[src/rtl/race_sequencer.sv]
// race_sequencer
// Drives an arbiter-PUF style ring-oscillator race, one race per response bit.
// For each bit it selects an oscillator pair, holds the counters and arbiter
// cleared for a settle period, and then releases the race. The synchronized
// winner, or a forced 0 if the race times out, is presented on a
// valid/ready handshake.
//
// Ports
//   clk          single clock, rising edge
//   reset        asynchronous active-low reset
//   start        one-cycle request; honored only in IDLE
//   challenge    base oscillator-pair index, latched on start
//   ro_sel       pair select = challenge + bit index (mod 2^SEL_WIDTH)
//   ro_en        enables selected oscillators and counters during the race
//   race_clear   clears race counters and holds the arbiter in reset
//   arb_done     arbiter done (asynchronous, synchronized here)
//   arb_out      arbiter winner (asynchronous, synchronized here)
//   resp_bit     response bit
//   resp_valid   resp_bit valid
//   resp_ready   consumer accepts resp_bit when resp_valid is high
//   resp_last    final bit of the response
//   busy         not in IDLE
//   timeout_err  sticky: some race in this response timed out
//
// state   | meaning
// IDLE    | waiting for start; arbiter held cleared
// SETUP   | pair selected, counters and arbiter held cleared SETTLE_CYCLES cycles
// RACE    | oscillators running, waiting for arbiter done or timeout
// PRESENT | bit on the handshake, waiting for resp_ready
module race_sequencer #(
  parameter int NUM_BITS       = 16,
  parameter int SEL_WIDTH      = 4,
  parameter int SETTLE_CYCLES  = 4,
  parameter int TIMEOUT_CYCLES = 4096
) (
  input  logic                 clk,
  input  logic                 reset,
  input  logic                 start,
  input  logic [SEL_WIDTH-1:0] challenge,
  output logic [SEL_WIDTH-1:0] ro_sel,
  output logic                 ro_en,
  output logic                 race_clear,
  input  logic                 arb_done,
  input  logic                 arb_out,
  output logic                 resp_bit,
  output logic                 resp_valid,
  input  logic                 resp_ready,
  output logic                 resp_last,
  output logic                 busy,
  output logic                 timeout_err
);

  localparam int IDX_W = (NUM_BITS > 1) ? $clog2(NUM_BITS) : 1;
  localparam int SET_W = 8;
  localparam int TMO_W = $clog2(TIMEOUT_CYCLES + 1);

  localparam logic [IDX_W-1:0] LAST_IDX    = IDX_W'(NUM_BITS - 1);
  localparam logic [SET_W-1:0] SETTLE_LOAD = SET_W'(SETTLE_CYCLES - 1);
  localparam logic [TMO_W-1:0] TMO_LIMIT   = TMO_W'(TIMEOUT_CYCLES);

  typedef enum logic [1:0] {
    IDLE    = 2'd0,
    SETUP   = 2'd1,
    RACE    = 2'd2,
    PRESENT = 2'd3
  } state_e;

  state_e               state_q, state_d;
  logic                 done_meta_q, done_s_q;
  logic                 out_meta_q, out_s_q;
  logic [SEL_WIDTH-1:0] chal_q, chal_d;
  logic [IDX_W-1:0]     idx_q, idx_d;
  logic [SET_W-1:0]     settle_q, settle_d;
  logic [TMO_W-1:0]     tmo_q, tmo_d;
  logic [TMO_W-1:0]     tmo_next;
  logic                 bit_q, bit_d;
  logic                 err_q, err_d;

  // Two-flop synchronizers for the arbiter outputs.
  always_ff @(posedge clk or negedge reset) begin
    if (!reset) begin
      done_meta_q <= 1'b0;
      done_s_q    <= 1'b0;
      out_meta_q  <= 1'b0;
      out_s_q     <= 1'b0;
    end else begin
      done_meta_q <= arb_done;
      done_s_q    <= done_meta_q;
      out_meta_q  <= arb_out;
      out_s_q     <= out_meta_q;
    end
  end

  always_ff @(posedge clk or negedge reset) begin
    if (!reset) begin
      state_q  <= IDLE;
      chal_q   <= '0;
      idx_q    <= '0;
      settle_q <= '0;
      tmo_q    <= '0;
      bit_q    <= 1'b0;
      err_q    <= 1'b0;
    end else begin
      state_q  <= state_d;
      chal_q   <= chal_d;
      idx_q    <= idx_d;
      settle_q <= settle_d;
      tmo_q    <= tmo_d;
      bit_q    <= bit_d;
      err_q    <= err_d;
    end
  end

  always_comb begin
    state_d  = state_q;
    chal_d   = chal_q;
    idx_d    = idx_q;
    settle_d = settle_q;
    tmo_d    = tmo_q;
    bit_d    = bit_q;
    err_d    = err_q;
    tmo_next = tmo_q + 1'b1;

    case (state_q)
      IDLE: begin
        if (start) begin
          chal_d   = challenge;
          idx_d    = '0;
          err_d    = 1'b0;
          settle_d = SETTLE_LOAD;
          state_d  = SETUP;
        end
      end
      SETUP: begin
        // Settle down-counter was loaded with SETTLE_CYCLES-1 on entry.
        if (settle_q == '0) begin
          tmo_d   = '0;
          state_d = RACE;
        end else begin
          settle_d = settle_q - 1'b1;
        end
      end
      RACE: begin
        tmo_d = tmo_next;
        // done_s is checked first so that a done arriving on the timeout
        // cycle wins and no error is flagged.
        if (done_s_q) begin
          bit_d   = out_s_q;
          state_d = PRESENT;
        end else if (tmo_next == TMO_LIMIT) begin
          bit_d   = 1'b0;
          err_d   = 1'b1;
          state_d = PRESENT;
        end
      end
      PRESENT: begin
        if (resp_ready) begin
          if (idx_q == LAST_IDX) begin
            state_d = IDLE;
          end else begin
            idx_d    = idx_q + 1'b1;
            settle_d = SETTLE_LOAD;
            state_d  = SETUP;
          end
        end
      end
      default: state_d = IDLE;
    endcase
  end

  // chal_q and idx_q change only on start (IDLE) and on acceptance
  // (PRESENT), so the select stays stable from SETUP through PRESENT.
  assign ro_sel      = chal_q + SEL_WIDTH'(idx_q);
  assign ro_en       = (state_q == RACE);
  assign race_clear  = (state_q != RACE);
  assign resp_valid  = (state_q == PRESENT);
  assign resp_last   = (state_q == PRESENT) && (idx_q == LAST_IDX);
  assign resp_bit    = bit_q;
  assign busy        = (state_q != IDLE);
  assign timeout_err = err_q;

endmodule

[config.mk]
export PLATFORM = sky130hd
export DESIGN_NAME = race_sequencer
export DESIGN_NICKNAME = d
export VERILOG_FILES = /design/src/rtl/race_sequencer.sv
export SDC_FILE = /design/constraint.sdc
export NUM_CORES = 1
export LEC_CHECK = 0
export BUFFER_PORTS_ARGS = -buffer_cell sky130_fd_sc_hd__buf_2
export CORE_ASPECT_RATIO = 1.1
export CORE_UTILIZATION = 54
export CTS_BUF_LIST = sky130_fd_sc_hd__clkbuf_4
export CTS_CLUSTER_SIZE = 12
export DETAILED_ROUTE_END_ITERATION = 7
export GPL_ROUTABILITY_DRIVEN = 0
export PLACE_DENSITY = 0.78
export SLEW_MARGIN = 20
export SYNTH_ARGS = -nofsm -noshare
export SYNTH_HDL_FRONTEND = slang
export SYNTH_SLANG_ARGS = --single-unit
[constraint.sdc]
create_clock -name clk -period 3.7 [get_ports clk]
set_input_delay 0.185 -clock clk [delete_from_list [all_inputs] [get_ports clk]]
set_output_delay 0.185 -clock clk [all_outputs]
set_load 0.02 [all_outputs]
# ---- Word-level counts from Yosys, hierarchy flattened
# Index checks and enable logic that the tools add are counted.
dict set report classes {
  addsub 4
  eq_ne 14
  muxes 24
  n_shift 0
  n_lt_le_gt_ge 0
  div_mod_pow 0
  bitwise 0
  n_reduce_logical 16
  n_mul 0
}
# operator count
set ops {}
lappend ops {{$mux W8} 4}
lappend ops {{$pmux W13 S2} 1}
lappend ops {{$pmux W8 S3} 1}
lappend ops {{$add A13 B1 Y13 const B} 1}
lappend ops {{$eq A13 B13 Y1 const B} 1}
lappend ops {{$mux W13} 1}
lappend ops {{$mux W4} 3}
lappend ops {{$ne A2 B2 Y1 const B} 6}
lappend ops {{$reduce_and A4 Y1} 3}
lappend ops {{$mux W2} 5}
lappend ops {{$reduce_bool A2 Y1} 5}
lappend ops {{$logic_not A8 Y1} 1}
lappend ops {{$pmux W2 S4} 1}
lappend ops {{$pmux W4 S2} 1}
lappend ops {{$sub A8 B1 Y8 const B} 1}
lappend ops {{$mux W1} 6}
lappend ops {{$reduce_and A2 Y1} 3}
lappend ops {{$reduce_and A5 Y1} 1}
lappend ops {{$add A4 B1 Y4 const B} 1}
lappend ops {{$add A4 B4 Y4} 1}
lappend ops {{$eq A2 B2 Y1 const B} 2}
lappend ops {{$eq A4 B4 Y1 const B} 1}
lappend ops {{$ne A2 B1 Y1 const B} 2}
lappend ops {{$ne A3 B1 Y1 const B} 1}
lappend ops {{5 further kinds} 5}
dict set report word_totals {
  ff_bits 37
  mem_bits_rw 0
  word_cells 69
  n_memories 0
  romBits 0
  in_bits 10
  latch_bits 0
  out_inout_bits 11
}

# ---- Depth between registers and ports, before layout
# Gate-level depths: netlist of the first run.
dict set report depth {
  depth_word 5
  mapped_depth 9
  mapped_depth_nobuf 8
}

# ---- Worst setup path after synthesis of the first run
# No wires, ideal clock.
dict set report synth_path {
  path_kind {reg2reg}
  start {reg tmo_q[0]}
  end {reg bit_q (netlist: resp_bit)}
  setup_ns 0.124
  path_buffers 2
  arrival_time_ns 1.940
  path_slack_ns 1.636
  synth_period_minus_slack_ns 2.064
  stages_incl_launch_ff 10
  path_cell_list {dfrtp_1 ha_1 clkbuf_2 and4_2 buf_2 xnor2_1 nor3b_1 o2111a_2 nor3b_2 a211o_1}
}
dict set report synth_between {
  elab_chain_len 4
}
# item line_no
set synth_lines {}
lappend synth_lines {{from (decl)} 74} ;# logic [TMO_W-1:0] tmo_q, tmo_d;
lappend synth_lines {{from (signal assigned)} 108} ;# tmo_q <= tmo_d;
lappend synth_lines {{$add A13 B1 Y13} 122} ;# tmo_next = tmo_q + 1'b1;
lappend synth_lines {{$eq A13 B13 Y1} 150} ;# end else if (tmo_next == TMO_LIMIT) begin
lappend synth_lines {{$reduce_bool A2 Y1 (no line)} -}
lappend synth_lines {{$reduce_and A2 Y1 (no line)} -}
lappend synth_lines {{to (signal assigned)} 109} ;# bit_q <= bit_d;
lappend synth_lines {{to (decl)} 76} ;# logic bit_q, bit_d;
# Every way passes these cells.
# A chain may end at the register's enable or synchronous reset.

# ---- Worst setup path in the final report of the first run
dict set report layout_path {
  start {reg settle_q[5]}
  end {reg tmo_q[9]}
}
dict set report layout_between {
  elab_chain_len 3
}
# item line_no
set layout_lines {}
lappend layout_lines {{from (decl)} 73} ;# logic [SET_W-1:0] settle_q, settle_d;
lappend layout_lines {{from (signal assigned)} 107} ;# settle_q <= settle_d;
lappend layout_lines {{$logic_not A8 Y1} 136} ;# if (settle_q == '0) begin
lappend layout_lines {{$ne A2 B2 Y1 (no line)} -}
lappend layout_lines {{$reduce_and A2 Y1 (no line)} -}
# Every way passes these cells.

==> results of run 1 <==
## routing by layer
layer  part of all wire [%]  wire [um]  up-vias  GRT usage [%]
li1                       -          -      960              -
met1                     46       2220      914           30.8
met2                     49       2360       30           37.2
met3                    3.2        152        4           4.72
met4                   0.90         43        0           4.96
met5                      0          0        -              0
## synthesized netlist by cell type, drive strengths merged, types with 2 or more instances
cell    number
nand2b       2
nand2       24
and4         3
buf          9
a31oi        3
xnor2        4
mux2         5
a22o         3
a22oi        4
o211ai       2
nor3b        6
inv         13
and2         3
o31ai       10
a21o        10
nand4        4
nor4         2
ha          12
nor3         7
and3b        2
o22ai        2
mux2i        6
nand3       16
dfrtp       37
o21ai       12
a21oi       14
nor2        10
clkbuf       7
and3         7
a21boi       2
## cell type report
type	instances	area (um^2)
fill	377	1700
multi-input combinational	188	1340
sequential	37	926
timing repair buffer	23	130
clock inverter	3	68.8
tap	54	67.6
inverter	13	48.8
clock buffer	5	37.5
## worst max-delay path, cell delays in order (launching register included)
cell	delay, ns
dfrtp_1	0.44
nor4_2	0.43
nand3_1	0.45
a21oi_2	0.68
a21o_2	0.22
nand2_1	0.05
o31ai_1	0.07
## flip-flops by register name, indices dropped and copies added, names as in the netlist
register / cells
done_s_q: 1
out_meta_q: 1
done_meta_q: 1
timeout_err: 1
idx_q: 4
resp_bit: 1
out_s_q: 1
chal_q: 4
settle_q: 8
tmo_q: 13
state_q: 2
## power groups by stage
| stage | combinational (mW) | sequential, mW | clock, mW |
|---|---|---|---|
| after floorplan | 0.733 | 0.562 | 0 |
| after global placement | 0.855 | 0.587 | 0 |
| after detailed placement | 0.886 | 0.595 | 0 |
| after CTS | 0.892 | 0.586 | 0.363 |
| after global routing | 0.997 | 0.602 | 0.381 |
| final | 0.888 | 0.587 | 0.357 |
## through the flow
stage / worst slack, ns / util, % / power (mW)
floorplan: 1.64 / - / 1.30
global placement: 1.37 / 57.5 / 1.44
detailed placement: 1.31 / 57.5 / 1.48
CTS: 1.27 / 60.7 / 1.84
global route: 1.01 / 60.7 / 1.98
finish: 1.28 / 60.7 / 1.83
## cell families after synthesis
logic type | after synthesis | synth area share, %
compound gates | 70 | 20.5
xor+xnor | 5 | 1.79
fa+ha+maj | 13 | 6.97
buf+inv | 29 | 7.22
flops | 37 | 37.9
mux | 11 | 4.76
simple gates | 89 | 20.8
## worst min path at each step
stage	from	to	cells past startpoint
2_1_floorplan	reset	chal_q[0]$_DFFE_PN0P_	0
3_3_place_gp	arb_done	done_meta_q$_DFF_PN0_	1
3_5_place_dp	arb_out	out_meta_q$_DFF_PN0_	1
4_1_cts	challenge[2]	chal_q[2]$_DFFE_PN0P_	2
5_1_grt	challenge[3]	chal_q[3]$_DFFE_PN0P_	2
6_report	challenge[2]	chal_q[2]$_DFFE_PN0P_	2
==> results.yml, run 1 <==
pwr:
  p_int_mw: 1.05
  p_sw_mw: 0.783
  peakVddDrop_v: 0.000605
  p_sw_share_pct: 42.8
  power.density_nw_per_um2: 700
  combPwrFrac_pct: 48.5
  p_seq_share_pct: 32.0
  p_leak_nw: 1.18
  clkPwrFrac_pct: 19.5
synth:
  synth_top_area_cell: "dfrtp_1"
  synth_cell_types: 57
  yosysWarnings: 0
  synth-edff-count: 0
  post-synth-top-area-fraction_pct: 37.9
  syn_area_um2: 2440
  async_flop_share_pct: 100
  yosysSeqAreaShare_pct: 37.9
  syn_nets: 277
  synthTopCellsByArea: "dfrtp_1 (38%), ha_1 (6.1%), nand2_1 (3.7%)"
  syn_inst: 254
  avgSynthCellArea_um2: 9.62
  synth-main-ff-cell: "dfrtp_1"
  ys_ff_latch: 37
layout:
  area_delta_synth_final_pct: 7.22
  fin_area_um2: 2620
  drive_gt1_share_pct: 17.5
  mostFrequentLayoutCell: "dfrtp_1"
  antenna_cells: 0
  mostFrequentLayoutCells: "dfrtp_1 (37), nand2_1 (24), buf_2 (20), nand3_1 (16)"
  final_cells: 323
  final_nets: 291
cts:
  cts.sinks: 37
  clock_latency_ns: 0.35
  cts_tree: "built"
  ctsHoldBuffers: 3
  clk_path_buf_depth: 2
  cts_root_buf: "clkbuf_4"
  clkTransAtPathRegs_ns: 0.12
  post_cts_resize_count: 0
  numCtsBuffers: 5
  htree_num_levels: 2
  postCtsSetupRepairBufs: 0
timing:
  setup_viol: 0
  slew_headroom_pct: 29.6
  max_clock_freq_mhz: 413
  finalClockSkew_ns: 0.0126
  worst_slew_pin_slew_ns: 1.03
  rsz0062_at_grt: "no"
  setup_tns_ns: 0
  hold_violations: 0
  period_share_pct: 65.4
  whs_ns: 0.0736
  post-route-min-period_ns: 2.42
  drv_slew: 0
worst_setup_path:
  endpoint_kind: "register"
  path_class: "reg -> reg"
  cp-endpoint: "tmo_q[9]$_DFFE_PN0P_"
  required_ns: 3.95
  reg2reg_from: "settle_q[5]$_DFFE_PN0P_"
  crit_path_start_kind: "register"
  crit_fanout: 15
  worst_r2r_path_depth: 6
  cp.arrival_ns: 2.67
  startpoint: "settle_q[5]$_DFFE_PN0P_"
  r2r-end: "tmo_q[9]$_DFFE_PN0P_"
  r2r_setup_slack_ns: 1.28
global_routing:
  grt_max_degree: 38
  grt_overflow: 0
  antenna_found_initial: 0
  grt_first_pass_wirelength_um: 8380
  grt_usage_pct: 22.6
  grt_pass1_vias: 1807
routing:
  vias: 1908
  wirelength_um: 4770
  drt-initial-drc-count: 120
  drtAntennaViolNets: 0
  route.detailed.drc: 0
  firstDrtPassIters: 4
  avgRoutedWirePerCell_um: 14.8
  avgViaCountPerCell: 5.91
job:
  maxCapViolations: 0
die:
  io_pins: 21
  die_area_um2: 4800
  coreArea_um2: 4320
  rows: 25
  dieHeight_um: 72.5
  fp.dieW_um: 66.1
  start_util_pct: 56.6
outcome:
  status: "finished clean"
place:
  dp_hpwl_um: 3420
  numPortBuffers: 20
  dp_cells: 312
  placed_area_um2: 2480
worst_hold_path:
  worstHoldPathType: "in -> reg"
No activity file was read; power rests on OpenSTA's default activity.
==> run 2: changes to the inputs <==
==> constraint.sdc (replaced) <==
create_clock -name clk -period 2.46 [get_ports clk]
set_input_delay 0.123 -clock clk [delete_from_list [all_inputs] [get_ports clk]]
set_output_delay 0.123 -clock clk [all_outputs]
set_load 0.02 [all_outputs]
==> results.yml, run 2 (synthesized netlist as in run 1, its figures left out) <==
die:
  io_pins: 21
  start_util_pct: 56.6
  coreArea_um2: 4320
  fp.dieW_um: 66.1
  rows: 25
  die_area_um2: 4800
  dieHeight_um: 72.5
timing:
  post-route-min-period_ns: 2.23
  rsz0062_at_grt: "no"
  max_clock_freq_mhz: 448
  setup_viol: 0
  hold_violations: 0
  period_share_pct: 90.7
  worst_slew_pin_slew_ns: 0.831
  slew_headroom_pct: 44.6
  drv_slew: 0
  finalClockSkew_ns: 0.00992
  setup_tns_ns: 0
pwr:
  power.density_nw_per_um2: 1010
  p_leak_nw: 1.20
  peakVddDrop_v: 0.000689
cts:
  post_cts_resize_count: 0
  clkTransAtPathRegs_ns: 0.12
  htree_num_levels: 2
  clk_path_buf_depth: 2
  numCtsBuffers: 5
  ctsHoldBuffers: 6
  cts_root_buf: "clkbuf_4"
  cts.sinks: 37
  clock_latency_ns: 0.35
  postCtsSetupRepairBufs: 0
  cts_tree: "built"
routing:
  route.detailed.drc: 0
  avgViaCountPerCell: 5.97
  avgRoutedWirePerCell_um: 14.9
  firstDrtPassIters: 4
  wirelength_um: 4920
  vias: 1971
  drt-initial-drc-count: 90
  drtAntennaViolNets: 0
layout:
  fin_area_um2: 2660
  multiInputGateArea_um2: 1340
  final_nets: 298
  largest_reg_flops: 13
  seq_area_um2: 926
  area_delta_synth_final_pct: 9.02
  regMostFlops: "tmo_q"
  fin_util_pct: 61.7
  fill_cells: 378
  reg_top3: "tmo_q: 13 flops, settle_q: 8 flops"
  mostFrequentLayoutCells: "dfrtp_1 (37), nand2_1 (24), buf_2 (20), nand3_1 (16)"
  mostFrequentLayoutCell: "dfrtp_1"
  drive_gt1_share_pct: 18.5
  antenna_cells: 0
global_routing:
  grt_usage_pct: 22.1
  grt_max_degree: 38
  antenna_found_initial: 0
  grt_overflow: 0
  grt_first_pass_wirelength_um: 7980
  grt_pass1_vias: 1798
worst_setup_path:
  crit_buf_inv: 0
  required_ns: 2.69
  crit_fanout: 5
  crit_path_start_kind: "register"
  crit_family: "simple AND/OR/NAND/NOR gates"
  crit_slowest_cell: "dfrtp_1"
  path_class: "reg -> reg"
  endpoint_kind: "register"
  reg2reg_from: "idx_q[0]$_DFFE_PN0P_"
  startpoint: "idx_q[0]$_DFFE_PN0P_"
  cp.arrival_ns: 2.46
  critPathMaxStageDelay_ns: 0.46
  worstPathCellList: "ha_1 > and3_4 > and2_0 > nor3_1 > nand2_1 > o41ai_1"
place:
  numPortBuffers: 20
  placed_area_um2: 2500
  dp_hpwl_um: 3450
worst_hold_path:
  worstHoldPathType: "in -> reg"
  hp-start: "challenge[3]"
job:
  maxCapViolations: 0
outcome:
  status: "finished clean"
-- run 2: final cells by class --
cell class	instances	area share [%]
Multi-Input combinational cell	188	50.5
Sequential cell	37	34.8
Timing Repair Buffer	30	7.24
Tap cell	54	2.54
Inverter	13	1.83
Clock inverter	3	1.74
Clock buffer	5	1.41
-- run 2: power breakdown --
part           total [mW]  internal (mW)  switching (mW)
Sequential          0.884          0.730           0.153
Combinational        1.37          0.555           0.818
Clock               0.435          0.215           0.220
-- run 2: final timing paths --
| check | end | slack (ns) | cells past startpoint |
|---|---|---|---|
| max | settle_q[4]$_DFFE_PN0P_ | 0.23 | 6 |
| min | chal_q[3]$_DFFE_PN0P_ | 0.02 | 2 |
| max reg2reg | settle_q[4]$_DFFE_PN0P_ | 0.23 | 6 |
| min reg2reg | done_s_q$_DFF_PN0_ | 0.36 | 0 |
| max in group asynchronous | tmo_q[10]$_DFFE_PN0P_ | 1.54 | 2 |
| min in group asynchronous | timeout_err$_DFFE_PN0P_ | 0.40 | 2 |
-- run 2: worst register-to-register path, cell delays in order, from the launching register on --
cell     delay, ns
dfrtp_1       0.46
ha_1          0.26
and3_4        0.20
and2_0        0.24
nor3_1        0.40
nand2_1       0.19
o41ai_1       0.37
-- run 2: metal layers --
metal	routed length, um	vias up	global-route usage, %
met4	65	0	8.27
met2	2520	26	39.1
met1	2220	966	25.9
li1	-	973	-
met3	118	6	4.87
met5	0	-	0
-- run 2: per-stage QoR --
stage | setup WS (ns) | power [mW] | cells | hold slack (ns)
floorplan | 0.396 | 1.95 | 254 | -0.173
global placement | 0.308 | 2.20 | 315 | 0.232
detailed placement | 0.249 | 2.26 | 315 | 0.233
CTS | 0.210 | 2.70 | 329 | 0.00329
global route | 0.0468 | 2.89 | 330 | 0.00449
finish | 0.230 | 2.69 | 330 | 0.0220
==> run 3: changes to the inputs <==
--- a/config.mk
+++ b/config.mk
@@ -12,7 +12,7 @@
 export CTS_CLUSTER_SIZE = 12
 export DETAILED_ROUTE_END_ITERATION = 7
 export GPL_ROUTABILITY_DRIVEN = 0
-export PLACE_DENSITY = 0.78
+export PLACE_DENSITY_LB_ADDON = 0.25
 export SLEW_MARGIN = 20
 export SYNTH_ARGS = -nofsm -noshare
 export SYNTH_HDL_FRONTEND = slang
==> results.yml, run 3 (synthesized netlist as in run 1, its figures left out) <==
outcome:
  status: "finished clean"
pwr:
  p_seq_share_pct: 34.2
  peakVddDrop_v: 0.000576
  p_sw_share_pct: 45.2
  p_int_mw: 1.41
  clkPwrFrac_pct: 12.1
  combPwrFrac_pct: 53.7
  power.density_nw_per_um2: 970
  p_leak_nw: 1.20
  p_sw_mw: 1.17
routing:
  avgRoutedWirePerCell_um: 14.2
  firstDrtPassIters: 4
  drtAntennaViolNets: 0
  vias: 1924
  drt-initial-drc-count: 112
  route.detailed.drc: 0
  wirelength_um: 4730
  avgViaCountPerCell: 5.78
die:
  die_area_um2: 4800
  io_pins: 21
  dieHeight_um: 72.5
  coreArea_um2: 4320
  fp.dieW_um: 66.1
  start_util_pct: 56.6
  rows: 25
layout:
  drive_gt1_share_pct: 18.6
  regMostFlops: "tmo_q"
  antenna_cells: 0
  reg_top3: "tmo_q: 13 flops, settle_q: 8 flops"
  mostFrequentLayoutCells: "dfrtp_1 (37), nand2_1 (24), buf_2 (20), nand3_1 (16)"
  area_delta_synth_final_pct: 8.71
  mostFrequentLayoutCell: "dfrtp_1"
  largest_reg_flops: 13
  final_nets: 301
  final_cells: 333
timing:
  drv_slew: 0
  setup_ws_ns: 0.301
  setup_tns_ns: 0
  max_clock_freq_mhz: 463
  rsz0062_at_grt: "no"
  worst_slew_pin_slew_ns: 1.01
  hold_violations: 0
  finalClockSkew_ns: 0.00597
  period_share_pct: 87.8
  slew_headroom_pct: 30.7
  whs_ns: 0.349
  setup_viol: 0
  post-route-min-period_ns: 2.16
place:
  dp_hpwl_um: 3340
  numPortBuffers: 20
  pre_cts_slack_ns: 0.322
  dp_cells: 317
worst_setup_path:
  required_ns: 2.74
  worstPathCellList: "ha_1 > and3_4 > and2_0 > or3_1 > nor3_1 > a21o_1 > a22o_1"
  crit_slowest_cell: "or3_1"
  crit_family: "simple AND/OR/NAND/NOR gates"
  path_class: "reg -> reg"
  crit_fanout: 9
  crit_path_start_kind: "register"
  crit_buf_inv: 0
  cp.arrival_ns: 2.44
  endpoint_kind: "register"
  critPathMaxStageDelay_ns: 0.51
cts:
  postCtsSetupRepairBufs: 0
  cts.sinks: 37
  cts_tree: "built"
  cts_root_buf: "clkbuf_4"
  clock_latency_ns: 0.34
  htree_num_levels: 2
  clk_path_buf_depth: 2
  post_cts_resize_count: 0
  clkTransAtPathRegs_ns: 0.11
  numCtsBuffers: 5
global_routing:
  grt_overflow: 0
  grt_usage_pct: 21.8
  grt_first_pass_wirelength_um: 8070
  antenna_found_initial: 0
  grt_pass1_vias: 1752
  grt_max_degree: 38
job:
  maxCapViolations: 0
worst_hold_path:
  worstHoldPathType: "in -> reg"
==> run 3: per-stage QoR <==
| step | area [um^2] | total power, mW | util (%) |
|---|---|---|---|
| 3_3_place_gp | 2520 | 2.24 | 58.4 |
| 4_1_cts | 2620 | 2.60 | 60.6 |
| 6_report | 2660 | 2.58 | 61.5 |
| 2_1_floorplan | 2440 | 1.95 | - |
| 3_5_place_dp | 2520 | 2.27 | 58.4 |
| 5_1_grt | 2660 | 2.81 | 61.5 |
==> run 3: path summary, 6_finish.rpt <==
| path | from | to | slack, ns | cells after the start |
|---|---|---|---|---|
| max in group asynchronous | reset | tmo_q[1]$_DFFE_PN0P_ | 1.54 | 2 |
| min in group asynchronous | reset | chal_q[1]$_DFFE_PN0P_ | 0.41 | 2 |
| worst min-delay path | resp_ready | idx_q[2]$_DFFE_PN0P_ | 0.35 | 4 |
| worst max-delay path | idx_q[0]$_DFFE_PN0P_ | settle_q[7]$_DFFE_PN0P_ | 0.30 | 7 |
| worst min register to register | out_meta_q$_DFF_PN0_ | out_s_q$_DFF_PN0_ | 0.37 | 0 |
| worst max register to register | idx_q[0]$_DFFE_PN0P_ | settle_q[7]$_DFFE_PN0P_ | 0.30 | 7 |
==> run 3: area by class of cell <==
type                            instances  area (um^2)
Clock buffer                            5         37.5
Clock inverter                          3         17.5
Fill cell                             358         1660
Inverter                               13         48.8
Multi-Input combinational cell        188         1340
Sequential cell                        37          926
Tap cell                               54         67.6
Timing Repair Buffer                   33          218
==> run 3: power groups by stage <==
stage | combinational (mW) | sequential, mW | clock (mW)
after floorplan | 1.10 | 0.845 | 0
after global placement | 1.35 | 0.887 | 0
after detailed placement | 1.38 | 0.896 | 0
after CTS | 1.39 | 0.882 | 0.330
after global routing | 1.55 | 0.906 | 0.357
final | 1.38 | 0.880 | 0.312
==> run 3: worst reg2reg max path: cells and delay by family, from the launching register on <==
kind	cells	cell delay, ns
adder cells (fa/ha/maj)	1	0.26
AO/OA/AOI/OAI	2	0.22
flip-flops	1	0.46
AND/OR/NAND/NOR	4	1.16
==> run 3: metal layers <==
layer | global-route usage [%] | vias up | routed length (um)
met5 | 0 | - | 0
met2 | 36.5 | 22 | 2320
met1 | 28.2 | 922 | 2280
met3 | 5.35 | 4 | 102
li1 | - | 976 | -
met4 | 5.44 | 0 | 25
==> run 3: repair_timing <==
action	CTS	global route
hold buffers	4	4
setup endpoints to repair	0	0
hold endpoints to repair	40	4
